$ cat src/rtl/fnd_result_display_if.sv
// Capture bus between the calculator datapath and the FND display stage.
// The master drives a result word on a valid strobe; the slave answers with an update pulse.
interface fnd_result_display_if;
    logic       i_Valid;
    logic [3:0] i_Result;
    logic [1:0] i_Sel;
    logic       i_DivZero;
    logic       o_Updated;

    modport master (
        output i_Valid,
        output i_Result,
        output i_Sel,
        output i_DivZero,
        input  o_Updated
    );

    modport slave (
        input  i_Valid,
        input  i_Result,
        input  i_Sel,
        input  i_DivZero,
        output o_Updated
    );
endinterface

$ cat src/rtl/fnd_result_display.sv
// Result display stage: latches a calculator result and its operation select,
// then scans it onto a 4-digit active-low multiplexed 7-segment module.
module fnd_result_display #(
    parameter int CLK_DIV = 100000
) (
    input  logic                 i_clk,
    input  logic                 i_reset_n,
    fnd_result_display_if.slave  bus,
    output logic [3:0]           o_FndCom,
    output logic [7:0]           o_FndFont
);

    localparam int TICK_W = $clog2(CLK_DIV);

    localparam logic [7:0] GLYPH_BLANK = 8'hFF;
    localparam logic [7:0] GLYPH_E     = 8'h86;
    localparam logic [7:0] GLYPH_R     = 8'hAF;
    localparam logic [7:0] GLYPH_D     = 8'hA1;

    typedef enum logic [1:0] {
        SCAN0 = 2'd0,
        SCAN1 = 2'd1,
        SCAN2 = 2'd2,
        SCAN3 = 2'd3
    } scan_t;

    scan_t             r_Digit;
    scan_t             w_DigitNext;
    logic [TICK_W-1:0] r_Tick;
    logic              w_TickDone;
    logic [3:0]        r_Value;
    logic [1:0]        r_Sel;
    logic              r_Err;
    logic              r_Updated;
    logic              w_Tens;
    logic [3:0]        w_Ones;

    function automatic logic [7:0] digit_glyph(input logic [3:0] d);
        case (d)
            4'd0:    digit_glyph = 8'hC0;
            4'd1:    digit_glyph = 8'hF9;
            4'd2:    digit_glyph = 8'hA4;
            4'd3:    digit_glyph = 8'hB0;
            4'd4:    digit_glyph = 8'h99;
            4'd5:    digit_glyph = 8'h92;
            4'd6:    digit_glyph = 8'h82;
            4'd7:    digit_glyph = 8'hF8;
            4'd8:    digit_glyph = 8'h80;
            4'd9:    digit_glyph = 8'h90;
            default: digit_glyph = GLYPH_BLANK;
        endcase
    endfunction

    function automatic logic [7:0] op_glyph(input logic [1:0] sel);
        case (sel)
            2'b00:   op_glyph = 8'h88;
            2'b01:   op_glyph = 8'hBF;
            2'b10:   op_glyph = 8'h8C;
            default: op_glyph = GLYPH_D;
        endcase
    endfunction

    // Capture: divide-by-zero only means something for the divide operation.
    always_ff @(posedge i_clk or negedge i_reset_n) begin
        if (!i_reset_n) begin
            r_Value   <= 4'd0;
            r_Sel     <= 2'b00;
            r_Err     <= 1'b0;
            r_Updated <= 1'b0;
        end else begin
            r_Updated <= bus.i_Valid;
            if (bus.i_Valid) begin
                r_Value <= bus.i_Result;
                r_Sel   <= bus.i_Sel;
                r_Err   <= bus.i_DivZero & (bus.i_Sel == 2'b11);
            end
        end
    end

    assign bus.o_Updated = r_Updated;

    assign w_Tens = (r_Value >= 4'd10);
    assign w_Ones = w_Tens ? (r_Value - 4'd10) : r_Value;

    assign w_TickDone = (r_Tick == TICK_W'(CLK_DIV - 1));

    always_ff @(posedge i_clk or negedge i_reset_n) begin
        if (!i_reset_n) begin
            r_Tick  <= '0;
            r_Digit <= SCAN0;
        end else begin
            r_Tick  <= w_TickDone ? '0 : (r_Tick + TICK_W'(1));
            r_Digit <= w_DigitNext;
        end
    end

    always_comb begin
        w_DigitNext = r_Digit;
        if (w_TickDone) begin
            case (r_Digit)
                SCAN0:   w_DigitNext = SCAN1;
                SCAN1:   w_DigitNext = SCAN2;
                SCAN2:   w_DigitNext = SCAN3;
                default: w_DigitNext = SCAN0;
            endcase
        end
    end

    always_comb begin
        o_FndCom  = 4'b1110;
        o_FndFont = GLYPH_BLANK;
        case (r_Digit)
            SCAN0: begin
                o_FndCom  = 4'b1110;
                o_FndFont = r_Err ? GLYPH_R : digit_glyph(w_Ones);
            end
            SCAN1: begin
                o_FndCom  = 4'b1101;
                if (r_Err)
                    o_FndFont = GLYPH_R;
                else if (w_Tens)
                    o_FndFont = digit_glyph(4'd1);
                else
                    o_FndFont = GLYPH_BLANK;
            end
            SCAN2: begin
                o_FndCom  = 4'b1011;
                o_FndFont = r_Err ? GLYPH_E : GLYPH_BLANK;
            end
            default: begin
                o_FndCom  = 4'b0111;
                o_FndFont = r_Err ? GLYPH_D : op_glyph(r_Sel);
            end
        endcase
    end

endmodule

$ cat src/flat_wrapper.sv
// flat-port wrapper written by rule: the top's interface ports become plain ports
module fnd_result_display_flat 
#(
    parameter int CLK_DIV = 100000
)
  (i_clk, i_reset_n, o_FndCom, o_FndFont, bus_i_Valid, bus_i_Result, bus_i_Sel, bus_i_DivZero, bus_o_Updated);
  fnd_result_display_if bus_i ();
  input  logic i_clk;
  input  logic i_reset_n;
  output logic [3:0] o_FndCom;
  output logic [7:0] o_FndFont;
  input wire logic [$bits(bus_i.i_Valid)-1:0] bus_i_Valid;
  input wire logic [$bits(bus_i.i_Result)-1:0] bus_i_Result;
  input wire logic [$bits(bus_i.i_Sel)-1:0] bus_i_Sel;
  input wire logic [$bits(bus_i.i_DivZero)-1:0] bus_i_DivZero;
  output wire logic [$bits(bus_i.o_Updated)-1:0] bus_o_Updated;
  assign bus_i.i_Valid = bus_i_Valid;
  assign bus_i.i_Result = bus_i_Result;
  assign bus_i.i_Sel = bus_i_Sel;
  assign bus_i.i_DivZero = bus_i_DivZero;
  assign bus_o_Updated = bus_i.o_Updated;
  fnd_result_display #(.CLK_DIV(CLK_DIV)) u_core (.i_clk(i_clk), .i_reset_n(i_reset_n), .bus(bus_i), .o_FndCom(o_FndCom), .o_FndFont(o_FndFont));
endmodule
$ cat config.mk
export PLATFORM = sky130hd
export DESIGN_NAME = fnd_result_display_flat
export DESIGN_NICKNAME = d
export VERILOG_FILES = /design/src/rtl/fnd_result_display_if.sv /design/src/rtl/fnd_result_display.sv /design/src/flat_wrapper.sv
export SDC_FILE = /design/constraint.sdc
export NUM_CORES = 1
export LEC_CHECK = 0
export ABC_CLOCK_PERIOD_IN_PS = 2750
export CAP_MARGIN = 0
export CORE_MARGIN = 2
export CORE_UTILIZATION = 55
export DETAILED_ROUTE_END_ITERATION = 8
export GPL_TIMING_DRIVEN = 0
export PLACE_DENSITY = 0.86
export SLEW_MARGIN = 10
export SYNTH_ARGS = -nofsm -noshare
export SYNTH_HDL_FRONTEND = slang
export SYNTH_SLANG_ARGS = --single-unit
$ cat constraint.sdc
create_clock -name i_clk -period 2.75 [get_ports i_clk]
set_clock_uncertainty 0.2 [all_clocks]
set_input_delay 0.55 -clock i_clk [delete_from_list [all_inputs] [get_ports i_clk]]
set_output_delay 0.55 -clock i_clk [all_outputs]
set_load 0.01 [all_outputs]
==> results.txt <==
----------------------------------------------------
[Power and ir drop]
  Power share of the clock group ... 19.0%
  P per Cell Area ... 383 mW/mm²
  Switching fraction of total power ... 32.1%
  Net switching component of the power ... ~290 µW
  Share of power burned in registers ... 46.2%
  Peak supply drop ... between 0.3 and 0.4 mV
  Static Leak ... ~0.0010 µW
  Proportion of power drawn by combinational gates ... 34.8%
  Internal Pwr Total ... between 600 and 700 µW

[Drt]
  Remaining antenna violation count ... 0
  Routed Wire Length ... approximately 4700 µm
  DRC Markers ... 0
  Routed wire length per instance ... around 17 µm
  First DRT Iteration DRCs ... about 120
  Drt via density ... 5.95
  Via count ... 1701
  Length of the first detailed-routing pass in iterations ... 6

[Floorplanning]
  Initial Utilization ... 58.8%
  Overall die area ... 0.00380 mm²
  Die outline width ... 61.6 µm
  I/O pin count ... 23
  Die extent in y ... between 60 and 70 µm
  Core region area ... 0.00310 mm²
  Std cell rows ... 20

[Yosys]
  Gate count after technology mapping ... 202
  Yosys cell types ... 47
  Top flip-flop cell by instance count after synthesis ... dfrtp_1
  Most instantiated library cell after synthesis ... dfrtp_1
  Number of enable-type register cells in the synthesized netlist ... 0
  Sequential cell area fraction in the yosys report ... roughly 37%
  Flip-flop and latch count after synthesis ... 27
  Mean post-synth cell area ... 9.04 µm²
  Area share of the largest cell type after synthesis ... 37.0%
  Biggest area consumer among synthesized cells ... dfrtp_1
  Synthesized Nets ... around 230
  Ranking of synthesized cells by instance count ... dfrtp_1, nand2_1, inv_1, o21ai_0, ha_1
  Mapped cell area ... 0.00183 mm²
  Top area cells in the synthesized netlist ... dfrtp_1, ha_1, xnor2_1
  Warnings from Yosys ... 0
  Synth async-reset ratio ... 100%

[Critical path]
  Crit start category ... register
  Worst EP arrival ... 2160 ps
  Maximum fanout along the worst path ... 6
  Critical path required time ... 2000 ps
  Endpoint kind of the worst setup timing path ... primary output
  Path type of the worst setup path ... register to primary output

[Hold path]
  Hold crit path type ... input port to async pin

[Place]
  Area after DPL ... 0.00209 mm²
  Post-detailed-placement half-perimeter wirelength ... ~2700 µm
  GPL Wtd Cong ... 0.840
  Number of I/O port buffers ... 21

[CTS]
  Clock-pin slew on the worst setup and hold paths ... ~140 ps
  Buffer cell driving the clock tree root ... clkbuf_4
  Hold_buf cts ... 0
  Total clock buffers created by CTS ... 3
  Later-pin clock latency in the skew report ... 330 ps
  Number of sinks on the clock net ... 27
  H-Tree Level Count ... 1
  Clock tree from TritonCTS ... yes
  Deepest clock path buffer count ... 2

[Timing]
  Final setup violation count ... 7
  Smallest hold slack ... -16.3 ps
  Final count of pins violating max slew ... 0
  Post-layout worst setup margin ... -161 ps
  Highest achievable clock rate ... approximately 340 MHz
  Pin slew with the least headroom to its limit ... 573 ps
  Final sum of negative setup slack ... -751 ps
  RSZ-0062 raised after global routing ... yes
  Minimum period implied by the final worst setup slack ... 2910 ps
  Slew Limit Headroom ... 61.8%
  Ratio of final minimum period to clock period ... 106%
  Hold Vio Cnt, Final ... 27

[Global routing]
  Initial antenna violation count ... 0
  All-layer global routing usage ... 26.0%
  Maximum number of pins on one net before global-route repair ... 28
  Leftover overflow at the end of global routing ... 0
  Wire length of the first global-routing pass ... 7120 µm
  Vias in the first global route ... roughly 1500

[Finish]
  Final antenna diode count ... 0
  Layout cell share with drive strength beyond 1 ... 28.9%
  Post-layout instance area ... 0.00236 mm²
  Synthesis-to-layout area growth ... 29.5%
  Final net count ... ~270

[Job]
  Maximum Capacitance Violations ... 0

[Outcome]
  Run status ... finished with violations
  Failing checks ... hold timing, setup timing

----------------------------------------------------
-- timing repair --
item                       CTS  global route
gates resized for setup     67             5
setup buffers               14             2
pin swaps                   17             3
setup endpoints to repair    7             7
-- flip-flops by register name, summed over array words and instances (netlist names) --
register / count
u_core.bus.o_Updated: 1
u_core.r_Digit: 2
u_core.r_Value: 4
u_core.r_Sel: 2
u_core.r_Tick: 17
u_core.r_Err: 1
-- area by class of cell --
class	count	area, µm²
Buffer	7	68.8
Clock inverter	1	5.00
Tap cell	44	55.1
Sequential cell	27	677
Inverter	16	67.6
Timing Repair Buffer	37	294
Clock buffer	3	22.5
Fill cell	225	739
Multi-Input combinational cell	151	1170
-- layout by cell type (no fill, tap or decap), types with 2 or more instances in the layout --
cell type	n
or3_1	2
inv_1	12
buf_6	3
nand4_1	7
xnor2_1	12
a21oi_1	6
xor2_1	4
o21a_1	4
clkbuf_4	3
clkdlybuf4s50_1	13
o21ai_2	2
nor3_1	6
nor2b_1	2
buf_2	8
a31oi_1	2
nor2_2	8
nand2_1	16
nand3_1	6
buf_8	2
o21ai_0	13
ha_1	9
buf_4	16
nor2_1	12
dfrtp_1	26
a21oi_2	2
inv_2	3
nor4_1	3
ha_4	4
-- metal layers --
| layer | wire [µm] | GRT usage, % | up-vias |
|---|---|---|---|
| met5 | 0 | 0 | - |
| met4 | 158 | 13.1 | 0 |
| met3 | 273 | 3.15 | 19 |
| met2 | 2330 | 41.2 | 91 |
| met1 | 1970 | 35.4 | 805 |
| li1 | - | - | 786 |
-- power groups by stage --
stage          logic, µW  clock network (µW)  registers [µW]
3_5_place_dp         224                   0             422
6_report             315                 172             418
3_3_place_gp         221                   0             422
4_1_cts              277                 177             417
5_1_grt              335                 188             419
2_1_floorplan        131                   0             421
-- worst paths after layout --
kind / from / to / slack (ps) / cells after the start
worst min-delay path: i_reset_n / u_core.r_Tick[7] / -20 / 1
max in group asynchronous: i_reset_n / u_core.r_Value[2] / 1950 / 1
min in group i_clk: u_core.r_Tick[8] / u_core.r_Tick[8] / 310 / 1
worst min register to register: u_core.r_Tick[8] / u_core.r_Tick[8] / 310 / 1
worst max register to register: u_core.r_Tick[11] / u_core.r_Digit[0] / 760 / 4
worst max-delay path: u_core.r_Value[1] / o_FndFont[0] / -160 / 9
-- critical path: stages (launching register included) --
cell and delay, ps:
dfrtp_1 420, buf_8 130, inv_8 40, ha_4 310
nand2_4 70, a41oi_4 200, o2111ai_2 180, buf_4 180
o21a_1 160, buf_2 140
-- metrics by stage --
| stage | setup slack [ps] | std cells | util (%) | power (µW) |
|---|---|---|---|---|
| finish | -161 | 286 | 76.2 | 905 |
| global route | -247 | 286 | 76.2 | 942 |
| CTS | -158 | 284 | 75.1 | 871 |
| detailed placement | -746 | 267 | 67.4 | 646 |
| global placement | -722 | 267 | 67.4 | 644 |
| floorplan | 38.9 | 202 | - | 552 |
-- logic make-up after synthesis --
logic type | Yosys count | share of synthesized area, %
xor+xnor | 16 | 7.68
flops | 27 | 37.0
other cells | 1 | 0.205
buf+inv | 24 | 5.69
fa+ha+maj | 14 | 9.60
simple gates | 75 | 23.4
compound gates | 44 | 15.8
mux | 1 | 0.617
Note: power is estimated with default switching activity, not from simulation.
